--- src/rtl/ts_sync_ctrl_if.sv ---
// Byte-stream bus between the TS capture stage, the sync controller and the packet store.
// master: the side that supplies input bytes and observes the forwarded stream and status.
// slave:  the sync controller itself.
interface ts_sync_ctrl_if #(
  parameter int unsigned CNT_WIDTH = 16
);

  logic [7:0]           ts_data;
  logic                 ts_valid;
  logic                 sink_ready;
  logic [7:0]           out_data;
  logic                 out_valid;
  logic                 out_sop;
  logic                 out_eop;
  logic                 locked;
  logic [CNT_WIDTH-1:0] pkt_count;
  logic [CNT_WIDTH-1:0] drop_count;
  logic [CNT_WIDTH-1:0] sync_err_count;

  modport master (
    output ts_data,
    output ts_valid,
    output sink_ready,
    input  out_data,
    input  out_valid,
    input  out_sop,
    input  out_eop,
    input  locked,
    input  pkt_count,
    input  drop_count,
    input  sync_err_count
  );

  modport slave (
    input  ts_data,
    input  ts_valid,
    input  sink_ready,
    output out_data,
    output out_valid,
    output out_sop,
    output out_eop,
    output locked,
    output pkt_count,
    output drop_count,
    output sync_err_count
  );

endinterface

--- src/rtl/ts_sync_ctrl.sv ---
// MPEG-TS sync acquisition and packet gating.
// Hunts for the sync byte, confirms alignment over LOCK_COUNT packets, then forwards whole
// packets the sink accepted at their first byte. Output is registered: one clock of latency.
module ts_sync_ctrl #(
  parameter int unsigned PKT_LEN      = 188,
  parameter logic [7:0]  SYNC_BYTE    = 8'h47,
  parameter int unsigned LOCK_COUNT   = 3,
  parameter int unsigned UNLOCK_COUNT = 3,
  parameter int unsigned CNT_WIDTH    = 16
) (
  input logic           clk,
  input logic           rst_n,
  ts_sync_ctrl_if.slave bus
);

  localparam int unsigned IW = $clog2(PKT_LEN);
  localparam int unsigned GW = $clog2(LOCK_COUNT + 1);
  localparam int unsigned MW = $clog2(UNLOCK_COUNT + 1);

  localparam logic [IW-1:0] LAST_IDX    = IW'(PKT_LEN - 1);
  localparam logic [GW-1:0] GOOD_LOCK   = GW'(LOCK_COUNT);
  localparam logic [MW-1:0] MISS_UNLOCK = MW'(UNLOCK_COUNT);

  localparam logic [1:0] ST_HUNT   = 2'd0;
  localparam logic [1:0] ST_VERIFY = 2'd1;
  localparam logic [1:0] ST_LOCKED = 2'd2;

  logic [1:0]           state_q, state_d;
  logic [IW-1:0]        idx_q, idx_d;
  logic [GW-1:0]        good_q, good_d;
  logic [MW-1:0]        miss_q, miss_d;
  logic                 fwd_q, fwd_d;
  logic [7:0]           out_data_q, out_data_d;
  logic                 out_valid_q, out_valid_d;
  logic                 out_sop_q, out_sop_d;
  logic                 out_eop_q, out_eop_d;
  logic [CNT_WIDTH-1:0] pkt_q, pkt_d;
  logic [CNT_WIDTH-1:0] drop_q, drop_d;
  logic [CNT_WIDTH-1:0] err_q, err_d;

  logic          is_sync;
  logic          boundary;
  logic          last_byte;
  logic [IW-1:0] idx_inc;
  logic [GW-1:0] good_inc;
  logic [MW-1:0] miss_inc;
  logic          lock_confirm;
  logic          lock_boundary;
  logic          emit;

  // Counters stick at all-ones rather than wrapping.
  function automatic logic [CNT_WIDTH-1:0] sat_inc(input logic [CNT_WIDTH-1:0] v);
    return (&v) ? v : v + CNT_WIDTH'(1);
  endfunction

  assign is_sync   = (bus.ts_data == SYNC_BYTE);
  assign boundary  = (idx_q == '0);
  assign last_byte = (idx_q == LAST_IDX);
  assign idx_inc   = last_byte ? '0 : idx_q + IW'(1);
  assign good_inc  = good_q + GW'(1);
  assign miss_inc  = miss_q + MW'(1);

  // The byte that confirms lock is handled exactly like a boundary seen while already locked.
  assign lock_confirm  = (state_q == ST_VERIFY) && boundary && is_sync && (good_inc == GOOD_LOCK);
  assign lock_boundary = bus.ts_valid && boundary &&
                         ((state_q == ST_LOCKED) || lock_confirm);

  // Next-state: alignment tracking, lock FSM, packet gating and statistics.
  always_comb begin
    state_d     = state_q;
    idx_d       = idx_q;
    good_d      = good_q;
    miss_d      = miss_q;
    fwd_d       = fwd_q;
    out_data_d  = out_data_q;
    out_valid_d = 1'b0;
    out_sop_d   = 1'b0;
    out_eop_d   = 1'b0;
    pkt_d       = pkt_q;
    drop_d      = drop_q;
    err_d       = err_q;
    emit        = 1'b0;

    if (bus.ts_valid) begin
      unique case (state_q)
        ST_HUNT: begin
          // Position is meaningless until a sync candidate is seen.
          if (is_sync) begin
            state_d = ST_VERIFY;
            idx_d   = IW'(1);
            good_d  = GW'(1);
          end
        end
        ST_VERIFY: begin
          idx_d = idx_inc;
          if (boundary) begin
            if (!is_sync) begin
              // Failed candidate; this byte is deliberately not re-tested as a new sync.
              state_d = ST_HUNT;
              idx_d   = '0;
              good_d  = '0;
            end else if (lock_confirm) begin
              state_d = ST_LOCKED;
              good_d  = '0;
            end else begin
              good_d = good_inc;
            end
          end
        end
        ST_LOCKED: begin
          idx_d = idx_inc;
          if (!boundary) begin
            emit = fwd_q;
          end
        end
        default: begin
          state_d = ST_HUNT;
          idx_d   = '0;
          good_d  = '0;
          miss_d  = '0;
          fwd_d   = 1'b0;
        end
      endcase

      // Forward/drop is decided here only and holds for the whole packet.
      if (lock_boundary) begin
        if (is_sync) begin
          miss_d = '0;
          fwd_d  = bus.sink_ready;
          emit   = bus.sink_ready;
          if (!bus.sink_ready) begin
            drop_d = sat_inc(drop_q);
          end
        end else begin
          fwd_d = 1'b0;
          err_d = sat_inc(err_q);
          if (miss_inc == MISS_UNLOCK) begin
            state_d = ST_HUNT;
            miss_d  = '0;
            idx_d   = '0;
          end else begin
            miss_d = miss_inc;
          end
        end
      end

      if (emit) begin
        out_valid_d = 1'b1;
        out_data_d  = bus.ts_data;
        out_sop_d   = boundary;
        out_eop_d   = last_byte;
        if (last_byte) begin
          pkt_d = sat_inc(pkt_q);
        end
      end
    end
  end

  // State and output registers; reset abandons any packet in flight without an EOP.
  always_ff @(posedge clk or negedge rst_n) begin
    if (!rst_n) begin
      state_q     <= ST_HUNT;
      idx_q       <= '0;
      good_q      <= '0;
      miss_q      <= '0;
      fwd_q       <= 1'b0;
      out_data_q  <= '0;
      out_valid_q <= 1'b0;
      out_sop_q   <= 1'b0;
      out_eop_q   <= 1'b0;
      pkt_q       <= '0;
      drop_q      <= '0;
      err_q       <= '0;
    end else begin
      state_q     <= state_d;
      idx_q       <= idx_d;
      good_q      <= good_d;
      miss_q      <= miss_d;
      fwd_q       <= fwd_d;
      out_data_q  <= out_data_d;
      out_valid_q <= out_valid_d;
      out_sop_q   <= out_sop_d;
      out_eop_q   <= out_eop_d;
      pkt_q       <= pkt_d;
      drop_q      <= drop_d;
      err_q       <= err_d;
    end
  end

  assign bus.out_data       = out_data_q;
  assign bus.out_valid      = out_valid_q;
  assign bus.out_sop        = out_sop_q;
  assign bus.out_eop        = out_eop_q;
  assign bus.locked         = (state_q == ST_LOCKED);
  assign bus.pkt_count      = pkt_q;
  assign bus.drop_count     = drop_q;
  assign bus.sync_err_count = err_q;

endmodule

--- src/flat_wrapper.sv ---
// flat-port wrapper written by rule: the top's interface ports become plain ports
module ts_sync_ctrl_flat 
#(
  parameter int unsigned PKT_LEN      = 188,
  parameter logic [7:0]  SYNC_BYTE    = 8'h47,
  parameter int unsigned LOCK_COUNT   = 3,
  parameter int unsigned UNLOCK_COUNT = 3,
  parameter int unsigned CNT_WIDTH    = 16
)
  (clk, rst_n, bus_ts_data, bus_ts_valid, bus_sink_ready, bus_out_data, bus_out_valid, bus_out_sop, bus_out_eop, bus_locked, bus_pkt_count, bus_drop_count, bus_sync_err_count);
  ts_sync_ctrl_if #(.CNT_WIDTH(CNT_WIDTH)) bus_i ();
  input logic clk;
  input logic rst_n;
  input wire logic [$bits(bus_i.ts_data)-1:0] bus_ts_data;
  input wire logic [$bits(bus_i.ts_valid)-1:0] bus_ts_valid;
  input wire logic [$bits(bus_i.sink_ready)-1:0] bus_sink_ready;
  output wire logic [$bits(bus_i.out_data)-1:0] bus_out_data;
  output wire logic [$bits(bus_i.out_valid)-1:0] bus_out_valid;
  output wire logic [$bits(bus_i.out_sop)-1:0] bus_out_sop;
  output wire logic [$bits(bus_i.out_eop)-1:0] bus_out_eop;
  output wire logic [$bits(bus_i.locked)-1:0] bus_locked;
  output wire logic [$bits(bus_i.pkt_count)-1:0] bus_pkt_count;
  output wire logic [$bits(bus_i.drop_count)-1:0] bus_drop_count;
  output wire logic [$bits(bus_i.sync_err_count)-1:0] bus_sync_err_count;
  assign bus_i.ts_data = bus_ts_data;
  assign bus_i.ts_valid = bus_ts_valid;
  assign bus_i.sink_ready = bus_sink_ready;
  assign bus_out_data = bus_i.out_data;
  assign bus_out_valid = bus_i.out_valid;
  assign bus_out_sop = bus_i.out_sop;
  assign bus_out_eop = bus_i.out_eop;
  assign bus_locked = bus_i.locked;
  assign bus_pkt_count = bus_i.pkt_count;
  assign bus_drop_count = bus_i.drop_count;
  assign bus_sync_err_count = bus_i.sync_err_count;
  ts_sync_ctrl #(.PKT_LEN(PKT_LEN), .SYNC_BYTE(SYNC_BYTE), .LOCK_COUNT(LOCK_COUNT), .UNLOCK_COUNT(UNLOCK_COUNT), .CNT_WIDTH(CNT_WIDTH)) u_core (.clk(clk), .rst_n(rst_n), .bus(bus_i));
endmodule
--- config.mk ---
export PLATFORM = sky130hd
export DESIGN_NAME = ts_sync_ctrl_flat
export DESIGN_NICKNAME = d
export VERILOG_FILES = /design/src/rtl/ts_sync_ctrl_if.sv /design/src/rtl/ts_sync_ctrl.sv /design/src/flat_wrapper.sv
export SDC_FILE = /design/constraint.sdc
export NUM_CORES = 1
export LEC_CHECK = 0
export CAP_MARGIN = 20
export CELL_PAD_IN_SITES_DETAIL_PLACEMENT = 1
export CELL_PAD_IN_SITES_GLOBAL_PLACEMENT = 2
export CORE_MARGIN = 8
export CORE_UTILIZATION = 37
export CTS_BUF_LIST = sky130_fd_sc_hd__clkbuf_2 sky130_fd_sc_hd__clkbuf_4 sky130_fd_sc_hd__clkbuf_8
export DETAILED_ROUTE_END_ITERATION = 8
export GPL_ROUTABILITY_DRIVEN = 0
export PLACE_DENSITY_LB_ADDON = 0.25
export SYNTH_ARGS = -nofsm -noshare
export SYNTH_HDL_FRONTEND = slang
export SYNTH_SLANG_ARGS = --single-unit
--- constraint.sdc ---
create_clock -name clk -period 5.4 [get_ports clk]
set_input_delay 0.54 -clock clk [delete_from_list [all_inputs] [get_ports clk]]
set_output_delay 0.54 -clock clk [all_outputs]
set_load 0.005 [all_outputs]
# Word level (Yosys, flattened, before mapping)
# Index checks and enable logic that the tools add are counted.
dict set report classes {
  eq_ne 9
  bitwise 6
  n_reduce_logical 18
  addsub 6
  mux 39
}
# cell count
set op_table {}
lappend op_table {{8-bit two-way mux} 7}
lappend op_table {{16-bit by 1-bit adder with 16-bit output (second input constant)} 3}
lappend op_table {{16-bit AND reduction} 3}
lappend op_table {{2-bit two-way mux} 15}
lappend op_table {{8-bit one-hot mux with 3 select lines} 1}
lappend op_table {{1-bit two-way mux} 14}
lappend op_table {{2-bit one-hot mux with 3 select lines} 2}
lappend op_table {{4-bit AND reduction} 3}
lappend op_table {{8-bit by 1-bit adder with 8-bit output (second input constant)} 1}
lappend op_table {{8-bit by 7-bit == test with 1-bit output (second input constant)} 1}
lappend op_table {{8-bit == test (second input constant)} 1}
lappend op_table {{8-bit logical NOT} 1}
lappend op_table {{2-bit == test (second input constant)} 3}
lappend op_table {{2-bit by 1-bit inequality test with 1-bit output (second input constant)} 3}
lappend op_table {{1-bit inverter} 6}
lappend op_table {{1-bit logical AND} 5}
lappend op_table {{5-bit AND reduction} 1}
lappend op_table {{2-bit by 1-bit adder with 2-bit output (second input constant)} 2}
lappend op_table {{2-bit AND reduction} 2}
lappend op_table {{3-bit OR reduction} 1}
lappend op_table {{2-bit by 1-bit == test with 1-bit output (second input constant)} 1}
lappend op_table {{2-bit logical NOT} 1}
lappend op_table {{1-bit logical OR} 1}
dict set report word_totals {
  inputBits 12
  reg_bits 74
}

# Logic depth before layout (Yosys ltp)
dict set report depth {
  word_depth 11
  ltp_mapped 9
  ltp_nobuf 8
}

# Least setup slack after synthesis
# OpenSTA, ideal clock, no wires.
dict set report synth_path {
  kind {input -> register}
  from {input bus_ts_data[5]}
  to {register u_core.drop_q[1] (netlist: u_core.bus.drop_count[1])}
  arrival_time_ps 2266
  cell_stages 5
  slack_ps 3010
  setup_time_ps 125
  n_path_buf 0
  path_cell_list {or4b_2 nor3_2 a31oi_2 nor4_4 mux2_2}
}
dict set report synth_between {
  elab_chain_len 6
}
# item line_no
set synth_rtl {}
lappend synth_rtl {{start, declared} flat_wrapper.sv:14} ;# input wire logic [$bits(bus_i.ts_data)-1:0] bus_ts_data;
lappend synth_rtl {{8-bit by 7-bit == test with 1-bit output *} ts_sync_ctrl.sv:56} ;# assign is_sync = (bus.ts_data == SYNC_BYTE);
lappend synth_rtl {{1-bit logical AND (2 in series)} ts_sync_ctrl.sv:64} ;# assign lock_confirm = (state_q == ST_VERIFY) && boundary && is_sync && (good_inc == GOOD_LOCK);
lappend synth_rtl {{1-bit logical OR} ts_sync_ctrl.sv:66} ;# ((state_q == ST_LOCKED) || lock_confirm);
lappend synth_rtl {{1-bit logical AND} ts_sync_ctrl.sv:65} ;# assign lock_boundary = bus.ts_valid && boundary &&
lappend synth_rtl {{5-bit AND reduction (no source line) *} --}
lappend synth_rtl {{end signal, assigned} ts_sync_ctrl.sv:185} ;# drop_q <= drop_d;
lappend synth_rtl {{end, declared} ts_sync_ctrl.sv:38} ;# logic [CNT_WIDTH-1:0] drop_q, drop_d;
# Mark *: on every way between the ends. The rest lies on a longest branch, timed or not.
# A chain may end at the register's enable or synchronous reset.

# Worst setup path after layout
dict set report layout_path {
  from {input bus_ts_valid}
  to {register u_core.pkt_q[13] (netlist: u_core.bus.pkt_count[13])}
}
dict set report layout_between {
  elab_chain_len 5
}
# item line_no
set layout_rtl {}
lappend layout_rtl {{start, declared} flat_wrapper.sv:15} ;# input wire logic [$bits(bus_i.ts_valid)-1:0] bus_ts_valid;
lappend layout_rtl {{1-bit logical AND (2 in series)} ts_sync_ctrl.sv:65}
lappend layout_rtl {{1-bit two-way mux} ts_sync_ctrl.sv:126} ;# if (lock_boundary) begin
lappend layout_rtl {{1-bit two-way mux} ts_sync_ctrl.sv:84} ;# if (bus.ts_valid) begin
lappend layout_rtl {{4-bit AND reduction (no source line) *} --}
lappend layout_rtl {{end signal, assigned} ts_sync_ctrl.sv:184} ;# pkt_q <= pkt_d;
lappend layout_rtl {{end, declared} ts_sync_ctrl.sv:37} ;# logic [CNT_WIDTH-1:0] pkt_q, pkt_d;
# Mark *: on every way between the ends. The rest lies on a longest branch, timed or not. The select of a mux whose other input is x is not followed.

==> results.yml <==
clocking:
  path_clk_slew_ns: 0.08
  cts-root-buf: "clkbuf_8"
  htree_levels: 3
  cts_tree: "done"
  cts_hold_buf: 0
  clk_latency_ns: 0.36
  postCtsSetupRepairBufs: 0
  numClockSinks: 74
  cts_made_buffers: 9
  clockBufferDepth: 2
  ctsResizeCount: 0
logic_synthesis:
  synth.top_cell.area_share: 0.4943
  async_flop_share: 1.000
  netlist.top_cell.by_area: "dfrtp_1"
  synth_nets: 364
  synth_area_mm2: 0.003746
  yosys-top-cells-area: "dfrtp_1, xnor2_1, mux2_2"
  synth_edf_count: 0
  seq_area_frac_synth: 0.4943
  ys_types: 53
  ys_ff_latch: 74
  ys.warnings.count: 0
  syn_avg_cell_area_um2: 10.83
  synthFlopType: "dfrtp_1"
  synthCells: 346
hold_path:
  hold_path.class: "input pin to async pin"
setup_path:
  cp.arrival_ns: 3.09
  path_class: "input pin to flip-flop"
  startpoint_type: "input pin"
  reg2regPathDepth: 8
  rrSetupSlack_ns: 2.71
  rr_endpoint: "u_core.bus.drop_count[14]"
  crit_required_ns: 5.68
  crit-reg2reg-launch: "u_core.idx_q[0]"
  worstSetupEndpointType: "flip-flop"
  path_max_fanout: 14
sta:
  max_freq_ghz: 0.3555
  tightest_slew_ns: 0.9518
  final_hold_viol_count: 0
  setup_viol: 0
  relSlewSlack: 0.3655
  finalCriticalPeriod_ns: 2.813
  rsz0062_at_grt: "no"
  whs_ns: 0.4095
  fin_skew_ns: 0.01426
  post-route-period-util: 0.5209
  setup_tns_ns: 0
  drv_slew: 0
detailed_routing:
  drc_errors: 0
  drt_pass1_iterations: 4
  antenna_left: 0
  viasPerCell: 5.282
  wirelength_mm: 9.663
  wl_per_cell_um: 17.26
  vias: 2958
  first_iter_violations: 148
finish:
  fin_util: 0.4890
  final_common_cell: "dfrtp_1"
  layout_common_cells: "dfrtp_1, clkdlybuf4s50_1, xnor2_1"
  n_fill_cell: 1148
  final_cells: 560
  post_route_cells_drive_above_1_share: 0.1148
  area_growth_pct: 28.19
  nNetsFinal: 440
  antennaDiodeCount: 0
placed_design:
  io_buffer_count: 71
  dp.final_hpwl_mm: 7.270
  dp.cells: 544
global_routing:
  grt.total_usage: 0.1470
  grt_max_degree: 75
  grt_pass1_vias: 3033
  gr-total-overflow: 0
  antenna_found_initial: 0
  grt_pass1_wl_mm: 15.61
floorplan:
  die_area_mm2: 0.01360
  die_x_um: 116.6
  rows: 36
  ios: 72
  coreArea_mm2: 0.009819
  die_y_um: 116.6
  start_util: 0.3815
pwr:
  p_per_area_mw_per_mm2: 266.2
  power.total_mw: 1.279
  vdd_drop_max_mv: 0.1359
  p_leak_nw: 2.064
status:
  status: "finished clean"
job:
  cap_viol_max_count: 0
[kinds of logic (layout without fill, tap and decap cells)]
family,Yosys count,after routing,share of synthesized area
compound gates,45,45,0.08718
xor+xnor,45,45,0.1052
fa+ha+maj,6,6,0.02004
buf+inv,20,101,0.02037
flops,74,74,0.4943
mux,14,14,0.04208
simple gates,142,142,0.2308
[stage by stage]
stage / worst slack (ns) / instance area (µm²)
CTS: 2.592 / 4802
global placement: 2.328 / 4606
floorplan: 3.010 / 3746
global route: 2.323 / 4802
detailed placement: 2.225 / 4606
finish: 2.587 / 4802
[metal layers]
metal / global-route usage / up-vias / wire, µm
met5: 0 / - / 0
met2: 0.2481 / 59 / 4763
met1: 0.1825 / 1482 / 4299
met4: 0.05717 / 0 / 152
li1: - / 1406 / -
met3: 0.02689 / 11 / 448
[worst max-delay path: stages]
cell	delay, ns
clkdlybuf4s50_1	0.74
nor4b_1	0.38
nand4_1	0.14
o21ai_0	0.21
buf_4	0.22
nand3_1	0.30
nor4_1	0.39
xor2_1	0.17
[state kept, by name (all words and copies together), names as in the netlist]
signal and flops:
u_core.bus.drop_count 16, u_core.bus.pkt_count 16, u_core.bus.sync_err_count 16, u_core.bus.out_data 8, u_core.idx_q 8, u_core.good_q 2
u_core.miss_q 2, u_core.state_q 2, u_core.bus.out_eop 1, u_core.bus.out_sop 1, u_core.bus.out_valid 1, u_core.fwd_q 1
[worst max path at each step]
stage / cells after the start / to / startpoint
2_1_floorplan: 5 / u_core.bus.drop_count[1] / bus_ts_data[5]
3_3_place_gp: 8 / u_core.bus.pkt_count[13] / bus_ts_valid
3_5_place_dp: 8 / u_core.bus.pkt_count[13] / bus_ts_valid
6_report: 8 / u_core.bus.pkt_count[13] / bus_ts_valid
4_1_cts: 8 / u_core.bus.pkt_count[13] / bus_ts_valid
5_1_grt: 8 / u_core.bus.pkt_count[13] / bus_ts_valid
[cells in the mapped netlist (10+ instances only)]
cell type,number
and3_1,10
nor3_1,12
nand3_1,22
nand4_1,20
nand2_1,26
xor2_1,11
inv_1,11
mux2_2,14
o21ai_0,12
xnor2_1,34
nor2_1,13
dfrtp_1,74
[power breakdown]
group | internal, mW | switching, mW | leakage (nW) | total [mW]
Sequential | 0.582 | 0.0456 | 1.01 | 0.627
Combinational | 0.0879 | 0.123 | 0.951 | 0.211
Clock | 0.220 | 0.220 | 0.100 | 0.440
Total | 0.889 | 0.389 | 2.06 | 1.28
[area by class of cell]
type	count	area [µm²]	share of cell area
sequential	74	1852	0.3856
multi-input combinational	252	1818	0.3786
timing repair buffer	74	728.2	0.1516
tap	133	166.4	0.03465
clock buffer	10	131.4	0.02736
clock inverter	6	65.06	0.01355
inverter	11	41.29	0.008598
Power figures use the tool's default switching activity.
